<file path="src/rtl/pipeline_stall_ctrl.sv">
// Hazard and stall sequencer for the 5-stage pipeline: multdiv start/wait,
// load-use interlock, taken-branch flush and a saturating stall counter.
module pipeline_stall_ctrl #(
  parameter int MD_TIMEOUT = 40
) (
  input  logic        clock,
  input  logic        reset,
  input  logic [31:0] fd_inst,
  input  logic [31:0] dx_inst,
  input  logic        branch_taken,
  input  logic        multdiv_ready,
  output logic        pc_en,
  output logic        fd_en,
  output logic        dx_en,
  output logic        fd_flush,
  output logic        dx_flush,
  output logic        xm_bubble,
  output logic        multdiv_start,
  output logic        md_timeout,
  output logic [31:0] stall_count,
  output logic [1:0]  state_dbg
);

  localparam int CW = $clog2(MD_TIMEOUT + 1);
  localparam logic [CW-1:0] CNT_LAST = CW'(MD_TIMEOUT - 1);

  typedef enum logic [1:0] {S_IDLE = 2'd0, S_BUSY = 2'd1, S_DONE = 2'd2} state_e;

  state_e        state_q, state_d;
  logic [CW-1:0] cnt_q, cnt_d;
  logic          md_timeout_q, md_timeout_d;
  logic [31:0]   stall_count_q, stall_count_d;

  logic [4:0] fd_op, fd_rd, fd_rs, fd_rt;
  logic [4:0] dx_op, dx_rd, dx_aluop;
  logic       dx_muldiv, dx_load, load_use, start_raw;

  // Low bits of both instructions and the D/X source fields play no part here.
  logic unused_bits;
  assign unused_bits = ^{fd_inst[11:0], dx_inst[21:7], dx_inst[1:0]};

  always_comb begin
    fd_op    = fd_inst[31:27];
    fd_rd    = fd_inst[26:22];
    fd_rs    = fd_inst[21:17];
    fd_rt    = fd_inst[16:12];
    dx_op    = dx_inst[31:27];
    dx_rd    = dx_inst[26:22];
    dx_aluop = dx_inst[6:2];

    dx_muldiv = (dx_op == 5'b00000) && (dx_aluop == 5'b00110 || dx_aluop == 5'b00111);
    dx_load   = (dx_op == 5'b01000) && (dx_rd != 5'd0);

    // dx_load already excludes r0, so a zero source can never match.
    load_use = 1'b0;
    if (dx_load) begin
      if ((fd_op == 5'b00000 || fd_op == 5'b00101 || fd_op == 5'b01000 ||
           fd_op == 5'b00111 || fd_op == 5'b00010 || fd_op == 5'b00110) && fd_rs == dx_rd)
        load_use = 1'b1;
      if (fd_op == 5'b00000 && fd_rt == dx_rd)
        load_use = 1'b1;
      if ((fd_op == 5'b00111 || fd_op == 5'b00010 || fd_op == 5'b00110 ||
           fd_op == 5'b00100) && fd_rd == dx_rd)
        load_use = 1'b1;
    end
  end

  always_comb begin
    state_d      = state_q;
    cnt_d        = cnt_q;
    md_timeout_d = 1'b0;
    start_raw    = 1'b0;
    pc_en        = 1'b1;
    fd_en        = 1'b1;
    dx_en        = 1'b1;
    fd_flush     = 1'b0;
    dx_flush     = 1'b0;
    xm_bubble    = 1'b0;

    case (state_q)
      S_BUSY: begin
        cnt_d = cnt_q + CW'(1);
        if (multdiv_ready) begin
          state_d = S_DONE;
        end else if (cnt_q == CNT_LAST) begin
          state_d      = S_DONE;
          md_timeout_d = 1'b1;
        end
      end
      S_DONE: state_d = S_IDLE;
      default: begin
        if (dx_muldiv) begin
          start_raw = 1'b1;
          state_d   = S_BUSY;
          cnt_d     = '0;
        end
      end
    endcase

    // Branch outranks load-use; the X-stage redirect squashes both younger stages.
    if (state_q == S_BUSY || start_raw) begin
      pc_en     = 1'b0;
      fd_en     = 1'b0;
      dx_en     = 1'b0;
      xm_bubble = 1'b1;
    end else if (branch_taken) begin
      fd_flush = 1'b1;
      dx_flush = 1'b1;
    end else if (load_use) begin
      pc_en    = 1'b0;
      fd_en    = 1'b0;
      dx_flush = 1'b1;
    end

    stall_count_d = stall_count_q;
    if (!pc_en && stall_count_q != 32'hFFFF_FFFF)
      stall_count_d = stall_count_q + 32'd1;
  end

  always_ff @(posedge clock or negedge reset) begin
    if (!reset) begin
      state_q       <= S_IDLE;
      cnt_q         <= '0;
      md_timeout_q  <= 1'b0;
      stall_count_q <= '0;
    end else begin
      state_q       <= state_d;
      cnt_q         <= cnt_d;
      md_timeout_q  <= md_timeout_d;
      stall_count_q <= stall_count_d;
    end
  end

  assign multdiv_start = start_raw & reset;
  assign md_timeout    = md_timeout_q;
  assign stall_count   = stall_count_q;
  assign state_dbg     = state_q;

endmodule
</file>
<file path="config.mk">
export PLATFORM = sky130hd
export DESIGN_NAME = pipeline_stall_ctrl
export DESIGN_NICKNAME = d
export VERILOG_FILES = /design/src/rtl/pipeline_stall_ctrl.sv
export SDC_FILE = /design/constraint.sdc
export NUM_CORES = 1
export LEC_CHECK = 0
export ABC_AREA = 1
export CAP_MARGIN = 25
export CORE_ASPECT_RATIO = 0.6
export CORE_UTILIZATION = 45
export CTS_CLUSTER_DIAMETER = 30
export DETAILED_ROUTE_END_ITERATION = 10
export PLACE_DENSITY = 0.8
export SLEW_MARGIN = 20
export SYNTH_ARGS = -nofsm -noshare
export SYNTH_HDL_FRONTEND = slang
export SYNTH_SLANG_ARGS = --single-unit
</file>
<file path="constraint.sdc">
create_clock -name clock -period 2.5 [get_ports clock]
set_input_delay 0.25 -clock clock [delete_from_list [all_inputs] [get_ports clock]]
set_output_delay 0.25 -clock clock [all_outputs]
set_load 0.01 [all_outputs]
</file>
==> PnR_summary.wiki, run 1 <==
{| class="wikitable"
! Metric !! Value
|-
| Run status || complete, no violations
|-
| Setup TNS after final layout || 0 ps
|-
| Post-synthesis simple-gate area fraction || 42.6%
|-
| Mux cell area share after synthesis || 0%
|-
| Final setup skew || 6.92 ps
|-
| Antenna-violating nets left || 0
|-
| Cell occurring most often along the worst timing path || sky130_fd_sc_hd__nand3_1
|-
| Main flop type after synthesis || sky130_fd_sc_hd__dfrtp_1
|-
| Share of synthesized registers carrying an async set or reset || 100%
|-
| Initial core utilization || 47.8%
|-
| Total global routing overflow || 0
|-
| Filler cells || 581
|-
| Standard cell core area || 6250 sq um
|-
| Crit Reg-Reg Startpoint || stall_count[1]$_DFFE_PN0P_
|-
| Number of top-level design ports || 110
|-
| Hold buffer count at cts || 0
|-
| Number of buffers inserted during clock tree synthesis || 5
|-
| Top cell types by occurrence after synthesis || 140 x sky130_fd_sc_hd__nand2_1, 53 x sky130_fd_sc_hd__nand3_1, 47 x sky130_fd_sc_hd__inv_1
|-
| Fraction of final layout cells sized beyond drive strength 1 || 5.23%
|-
| Wire length of the first global-routing pass || 14.3 mm
|-
| Number of maximum-capacitance constraint violations || 0
|-
| Overall Global Routing Usage || 26.5%
|-
| Largest net degree at the start of global routing || 42
|-
| Most repeated cell in the gate-level netlist after synthesis || sky130_fd_sc_hd__nand2_1
|-
| Post-layout instance count excluding filler cells || 600
|-
| Start point of the critical path || fd_inst[29]
|-
| Total count of max-transition violations in the final report || 0
|-
| Crit path capture type || output port
|-
| Dominant combinational cell family by area after synthesis || simple AND/OR/NAND/NOR gates
|-
| Share of the synthesized area in compound gates (AO/OA/AOI/OAI) || 2.10%
|-
| Height of the chip || 65.1 um
|-
| Antenna violations before repair || 0
|-
| Number of nets in the final layout || 587
|-
| Startpoint-to-endpoint class of the critical path || in -> out
|-
| Worst hold-check path type || in -> async
|-
| Worst voltage drop across the vdd grid || 0.487 mV
|-
| Hold Fails Final Rpt || 0
|-
| Number of nets produced by synthesis || 506
|-
| Adder-cell share of the synthesized area || 1.68%
|-
| Placer congestion estimate || 0.992
|-
| Worst-path fanout max || 4
|-
| H-tree levels || 2
|-
| Biggest area consumer among synthesized cells || sky130_fd_sc_hd__dfrtp_1
|-
| Die outline width || 107 um
|-
| Die footprint || 6970 sq um
|-
| Setup repair after global routing missed its margin || false
|-
| Wire length after detailed routing || 8.50 mm
|-
| Number of flops mapped to enable cells by yosys || 0
|-
| Remaining design rule violation count || 0
|-
| DRT iter0 DRCs || 283
|-
| Average wire per standard cell || 14.2 um
|-
| Root Driver || sky130_fd_sc_hd__clkbuf_8
|-
| Part of the Yosys area used for sequential elements || 34.4%
|-
| CP startpoint kind || primary input
|-
| Clk pin slew, worst setup/hold paths || 90 ps
|-
| Deepest clock path buffer count || 2
|-
| Avg Synthesized Cell Area || 6.88 sq um
|-
| Slowest stage cell, crit path || sky130_fd_sc_hd__clkdlybuf4s50_1
|-
| Final core area utilization || 64.1%
|-
| Netlist Area Pre-Place || 2980 sq um
|-
| Cell count after placement || 591
|-
| Flop and latch count out of synthesis || 41
|-
| Max_slew headroom || 63.8%
|-
| Number of inserted diodes || 0
|-
| Cell Rows || 22
|-
| Min Hold Slack || 85.8 ps
|-
| Worst Tran Pin Value || 539 ps
|-
| Biggest area contributors in the synthesized netlist || sky130_fd_sc_hd__dfrtp_1 34%, sky130_fd_sc_hd__nand2_1 18%, sky130_fd_sc_hd__nand3_1 8.9%
|-
| Area growth from synthesis to layout || 34.2%
|-
| Proportion of netlist area held by the largest area contributor || 34.4%
|-
| P per Cell Area || 642 nW/um^2
|-
| Final critical path time including I/O delays and setup || 2340 ps
|-
| Via count of the first global-routing pass || 2,843
|-
| Number of instances in the synthesized netlist || 434
|-
| Slowest Stage Delay on Critical Path || 520 ps
|-
| CP Data Arrival Time || 2090 ps
|-
| Count of different cell masters after synthesis || 28
|-
| Buffers on Ports || 79
|-
| Sink count of the clock tree || 41
|-
| Number of detailed-route iterations in the first pass || 5
|-
| Achievable clock frequency || 428 MHz
|-
| Number of failing setup endpoints in the final timing report || 0
|-
| Final HPWL DP || 6.67 mm
|-
| Xor-xnor portion of the synthesized cell area || 10.9%
|-
| Final cycle utilization of the critical path || 93.5%
|-
| Number of warnings reported in the yosys synthesis log || 0
|-
| Clk_lat worst skew || 290 ps
|-
| Leakage power summed over all cells || 1.94 nW
|-
| Required time at the endpoint of the critical path || 2250 ps
|-
| Total via count in the routed design || 3,059
|-
| Cells traversed along the worst timing path || clkdlybuf4s50_1 -> inv_1 -> nand2_1 -> nand4_1 -> nand2_1 -> nand3_1 -> nand3_1 -> nand3_1 -> nand2_2 -> inv_1 -> clkdlybuf4s50_1
|-
| Via-per-instance ratio || 5.10
|-
| Clock tree from TritonCTS || done
|}
-- final timing paths --
check                                               to  slack, ps  depth (start not counted)
setup / recovery                                 pc_en        160                         11
hold / removal             stall_count[26]$_DFFE_PN0P_         90                          2
setup reg to reg           stall_count[10]$_DFFE_PN0P_        250                         11
hold reg to reg            stall_count[28]$_DFFE_PN0P_        530                          2
max in group asynchronous     state_dbg[0]$_DFFE_PN0P_       2060                          2
min in group clock         stall_count[28]$_DFFE_PN0P_        530                          2
-- critical path: cells and delay by family --
family                 cells  cell delay (ps)
buffers and inverters      4             1120
and+or+nand+nor            7              710
-- placed cells by master, fill, tap and decap left out, types with 5 or more instances in the layout --
master	count
sky130_fd_sc_hd__clkdlybuf4s50_1	74
sky130_fd_sc_hd__xor2_1	25
sky130_fd_sc_hd__xnor2_1	12
sky130_fd_sc_hd__nor2_1	39
sky130_fd_sc_hd__nand4_1	10
sky130_fd_sc_hd__nand2_1	140
sky130_fd_sc_hd__nand3_1	53
sky130_fd_sc_hd__nor3_1	21
sky130_fd_sc_hd__a21oi_1	7
sky130_fd_sc_hd__inv_1	46
sky130_fd_sc_hd__clkbuf_8	5
sky130_fd_sc_hd__dfrtp_1	41
-- flip-flops by register name, indices dropped and copies added, names as in the netlist --
register,flops
cnt_q,6
md_timeout,1
stall_count,32
state_dbg,2
-- cell type report --
type                       count  area (sq um)  area share (%)
clock buffer                   5          68.8            1.72
tap                           84           105            2.63
timing repair buffer          84           846            21.1
inverter                      48           180            4.50
multi-input combinational    335          1710            42.8
sequential                    41          1030            25.6
clock inverter                 3          65.1            1.62
-- cells by family after synthesis --
group | count (synthesis)
buffers and inverters | 58
adder cells (fa/ha/maj) | 4
XOR/XNOR | 37
AND/OR/NAND/NOR | 282
AO/OA/AOI/OAI | 12
flip-flops | 41
-- metal layers --
layer / up-vias / GRT usage, % / wire [um]
met5: - / 0 / 0
met4: 0 / 2.74 / 29
met3: 4 / 5.33 / 678
met2: 125 / 38.2 / 3520
met1: 1381 / 41.4 / 4270
li1: 1549 / - / -
-- per-stage QoR --
stage / instance area, sq um / worst slack (ps) / total power [W]
floorplan: 2980 / 557 / 0.00151
global placement: 3850 / 109 / 0.00189
detailed placement: 3850 / 31.0 / 0.00192
CTS: 3980 / 28.9 / 0.00256
global route: 4000 / 9.76 / 0.00274
finish: 4000 / 163 / 0.00257
-- power breakdown --
| group | internal [W] | switching, W | leakage (nW) | total, W |
|---|---|---|---|---|
| Sequential | 0.000748 | 0.000110 | 0.557 | 0.000859 |
| Clock | 0.000397 | 0.000245 | 0.0681 | 0.000642 |
| Combinational | 0.000455 | 0.000615 | 1.31 | 0.00107 |
-- what timing repair did --
item                                    4_1_cts  5_1_grt
endpoints found under the setup margin        0        3
endpoints found under the hold margin         0        0
resized for setup                             0        6
setup buffers                                 0        1
Power figures use the tool's default switching activity.
==> inputs of run 2 (changes only) <==
==> constraint.sdc (replaced) <==
create_clock -name clock -period 2.5 [get_ports clock]
set_input_delay 0.25 -clock clock [delete_from_list [all_inputs] [get_ports clock]]
set_output_delay 0.25 -clock clock [all_outputs]
set_load 0.1 [all_outputs]
==> run 2 against run 1 <==
Against the previous run: critical path depth is 1 lower; sequential share of layout area is 0.31 points higher; largest cell class unchanged; clock-buffer cell count is 1 higher; non-clock buffer count stayed put; core utilization is 0.14 points lower; total power is 27% higher; sequential power is 2% higher; critical path type unchanged; die area stayed put; critical endpoint unchanged; combinational power is 79% higher.
==> PnR_summary.wiki, run 2 (synthesized netlist as in run 1, its figures left out) <==
{| class="wikitable"
! Metric !! Value
|-
| Run status || complete, no violations
|-
| Cell Rows || 22
|-
| Height of the chip || 65.1 um
|-
| Final critical path time including I/O delays and setup || 2320 ps
|-
| Antenna violations before repair || 0
|-
| Antenna-violating nets left || 0
|-
| Required time at the endpoint of the critical path || 2250 ps
|-
| Number of detailed-route iterations in the first pass || 5
|-
| H-tree levels || 2
|-
| Crit path capture type || output port
|-
| CP Data Arrival Time || 2070 ps
|-
| Number of maximum-capacitance constraint violations || 0
|-
| Average wire per standard cell || 13.8 um
|-
| Remaining design rule violation count || 0
|-
| Final core area utilization || 63.9%
|-
| P per Cell Area || 820 nW/um^2
|-
| Top layer reached by signal wires || met4
|-
| Final setup skew || 7.05 ps
|-
| Leading cell type in the layout, fill and taps excluded || sky130_fd_sc_hd__nand2_1
|-
| Root Driver || sky130_fd_sc_hd__clkbuf_8
|-
| Die footprint || 6970 sq um
|-
| DRT iter0 DRCs || 205
|-
| Total global routing overflow || 0
|-
| Cell count after placement || 592
|-
| Max_slew headroom || 64.7%
|-
| Final HPWL DP || 6.65 mm
|-
| Startpoint-to-endpoint class of the critical path || in -> out
|-
| Initial core utilization || 47.8%
|-
| Number of buffers inserted during clock tree synthesis || 5
|-
| Post-route cell area || 4000 sq um
|-
| Area growth from synthesis to layout || 33.9%
|-
| Wire length after detailed routing || 8.30 mm
|-
| Wire length on met3 || 518 um
|-
| Worst voltage drop across the vdd grid || 0.640 mV
|-
| Wire length of the first global-routing pass || 14.0 mm
|-
| Number of flip-flops in the largest register || 32
|-
| Hold Fails Final Rpt || 0
|-
| Routed met2 length || 3.31 mm
|-
| Worst Tran Pin Value || 525 ps
|-
| Deepest clock path buffer count || 2
|-
| Clock tree from TritonCTS || done
|-
| Number of nets in the final layout || 587
|-
| Buffers on Ports || 79
|-
| Min Hold Slack || 15.4 ps
|-
| Routed length on met1 || 4.41 mm
|-
| Placer congestion estimate || 0.917
|-
| Standard cell core area || 6250 sq um
|-
| CP startpoint kind || primary input
|-
| Via-per-instance ratio || 5.08
|-
| Sink count of the clock tree || 41
|-
| Clk_lat worst skew || 310 ps
|-
| Setup repair after global routing missed its margin || false
|-
| Via count of the first global-routing pass || 2,827
|-
| Setup TNS after final layout || 0 ps
|-
| Post-DP Area || 3890 sq um
|-
| Total via count in the routed design || 3,046
|-
| Final cycle utilization of the critical path || 92.7%
|-
| Worst-path fanout max || 10
|-
| Overall Global Routing Usage || 26.3%
|-
| Largest net degree at the start of global routing || 42
|-
| Achievable clock frequency || 431 MHz
|-
| Number of top-level design ports || 110
|-
| Fraction of final layout cells sized beyond drive strength 1 || 14.9%
|-
| Total count of max-transition violations in the final report || 0
|-
| Number of inserted diodes || 0
|-
| Number of failing setup endpoints in the final timing report || 0
|-
| Leakage power summed over all cells || 1.97 nW
|-
| Die outline width || 107 um
|-
| Post-layout instance count excluding filler cells || 600
|-
| Most frequent cells in the layout || 139 x sky130_fd_sc_hd__nand2_1, 52 x sky130_fd_sc_hd__nand3_1, 44 x sky130_fd_sc_hd__inv_1
|-
| Worst hold-check path type || in -> async
|-
| Clk pin slew, worst setup/hold paths || 90 ps
|}
[run 2: cell types whose count changed in the layout (fill, tap and decap cells not counted), sizes merged]
cell	delta
clkbuf	+1
inv	-2
clkdlybuf4s50	-38
clkinvlp	+2
buf	+42
clkinv	+1
dlymetal6s2s	-4
bufinv	-2
[run 2: metal layers]
metal | track usage (%) | vias to the layer above
li1 | - | 1549
met1 | 40.6 | 1404
met2 | 37.9 | 85
met3 | 4.63 | 8
met4 | 5.14 | 0
met5 | 0 | -
[run 2: final timing paths]
| kind | from | slack (ps) | cells past startpoint | to |
|---|---|---|---|---|
| min reg2reg | cnt_q[1]$_DFFE_PN0P_ | 520 | 2 | cnt_q[1]$_DFFE_PN0P_ |
| min in group clock | cnt_q[1]$_DFFE_PN0P_ | 520 | 2 | cnt_q[1]$_DFFE_PN0P_ |
| max | dx_inst[28] | 180 | 10 | pc_en |
| min | reset | 20 | 2 | state_dbg[1]$_DFFE_PN0P_ |
| max in group asynchronous | reset | 2100 | 2 | stall_count[0]$_DFFE_PN0P_ |
| max reg2reg | stall_count[1]$_DFFE_PN0P_ | 250 | 11 | stall_count[10]$_DFFE_PN0P_ |
[run 2: area by class of cell]
class | instances | area, sq um
clock inverter | 2 | 13.8
timing repair buffer | 84 | 806
fill | 583 | 2250
multi-input combinational | 335 | 1760
sequential | 41 | 1040
tap | 84 | 105
clock buffer | 6 | 82.6
inverter | 48 | 190
[run 2: through the flow]
step / power, W / setup slack, ps
final: 0.00328 / 182
after detailed placement: 0.00280 / 142
after CTS: 0.00328 / 150
after global placement: 0.00276 / 138
after global routing: 0.00345 / 20.7
after floorplan: 0.00234 / -713
[run 2: report_power, final]
part | switching (W) | total, W | internal, W
sequential | 0.000116 | 0.000878 | 0.000762
combinational | 0.00136 | 0.00191 | 0.000549
clock | 0.000261 | 0.000485 | 0.000224
total | 0.00174 | 0.00328 | 0.00154
[run 2: timing repair]
item / 4_1_cts / 5_1_grt
hold buffers: 0 / 0
setup buffers: 0 / 0
gates resized for setup: 0 / 1
endpoints found under the setup margin: 0 / 2
[run 2: worst max-delay path: stages]
cell	delay, ps
sky130_fd_sc_hd__clkdlybuf4s50_1	390
sky130_fd_sc_hd__or2_1	260
sky130_fd_sc_hd__nor4_1	180
sky130_fd_sc_hd__buf_4	170
sky130_fd_sc_hd__nand3_4	80
sky130_fd_sc_hd__nand2_8	120
sky130_fd_sc_hd__clkinvlp_4	150
sky130_fd_sc_hd__nand2_8	130
sky130_fd_sc_hd__clkinvlp_4	140
sky130_fd_sc_hd__buf_12	180
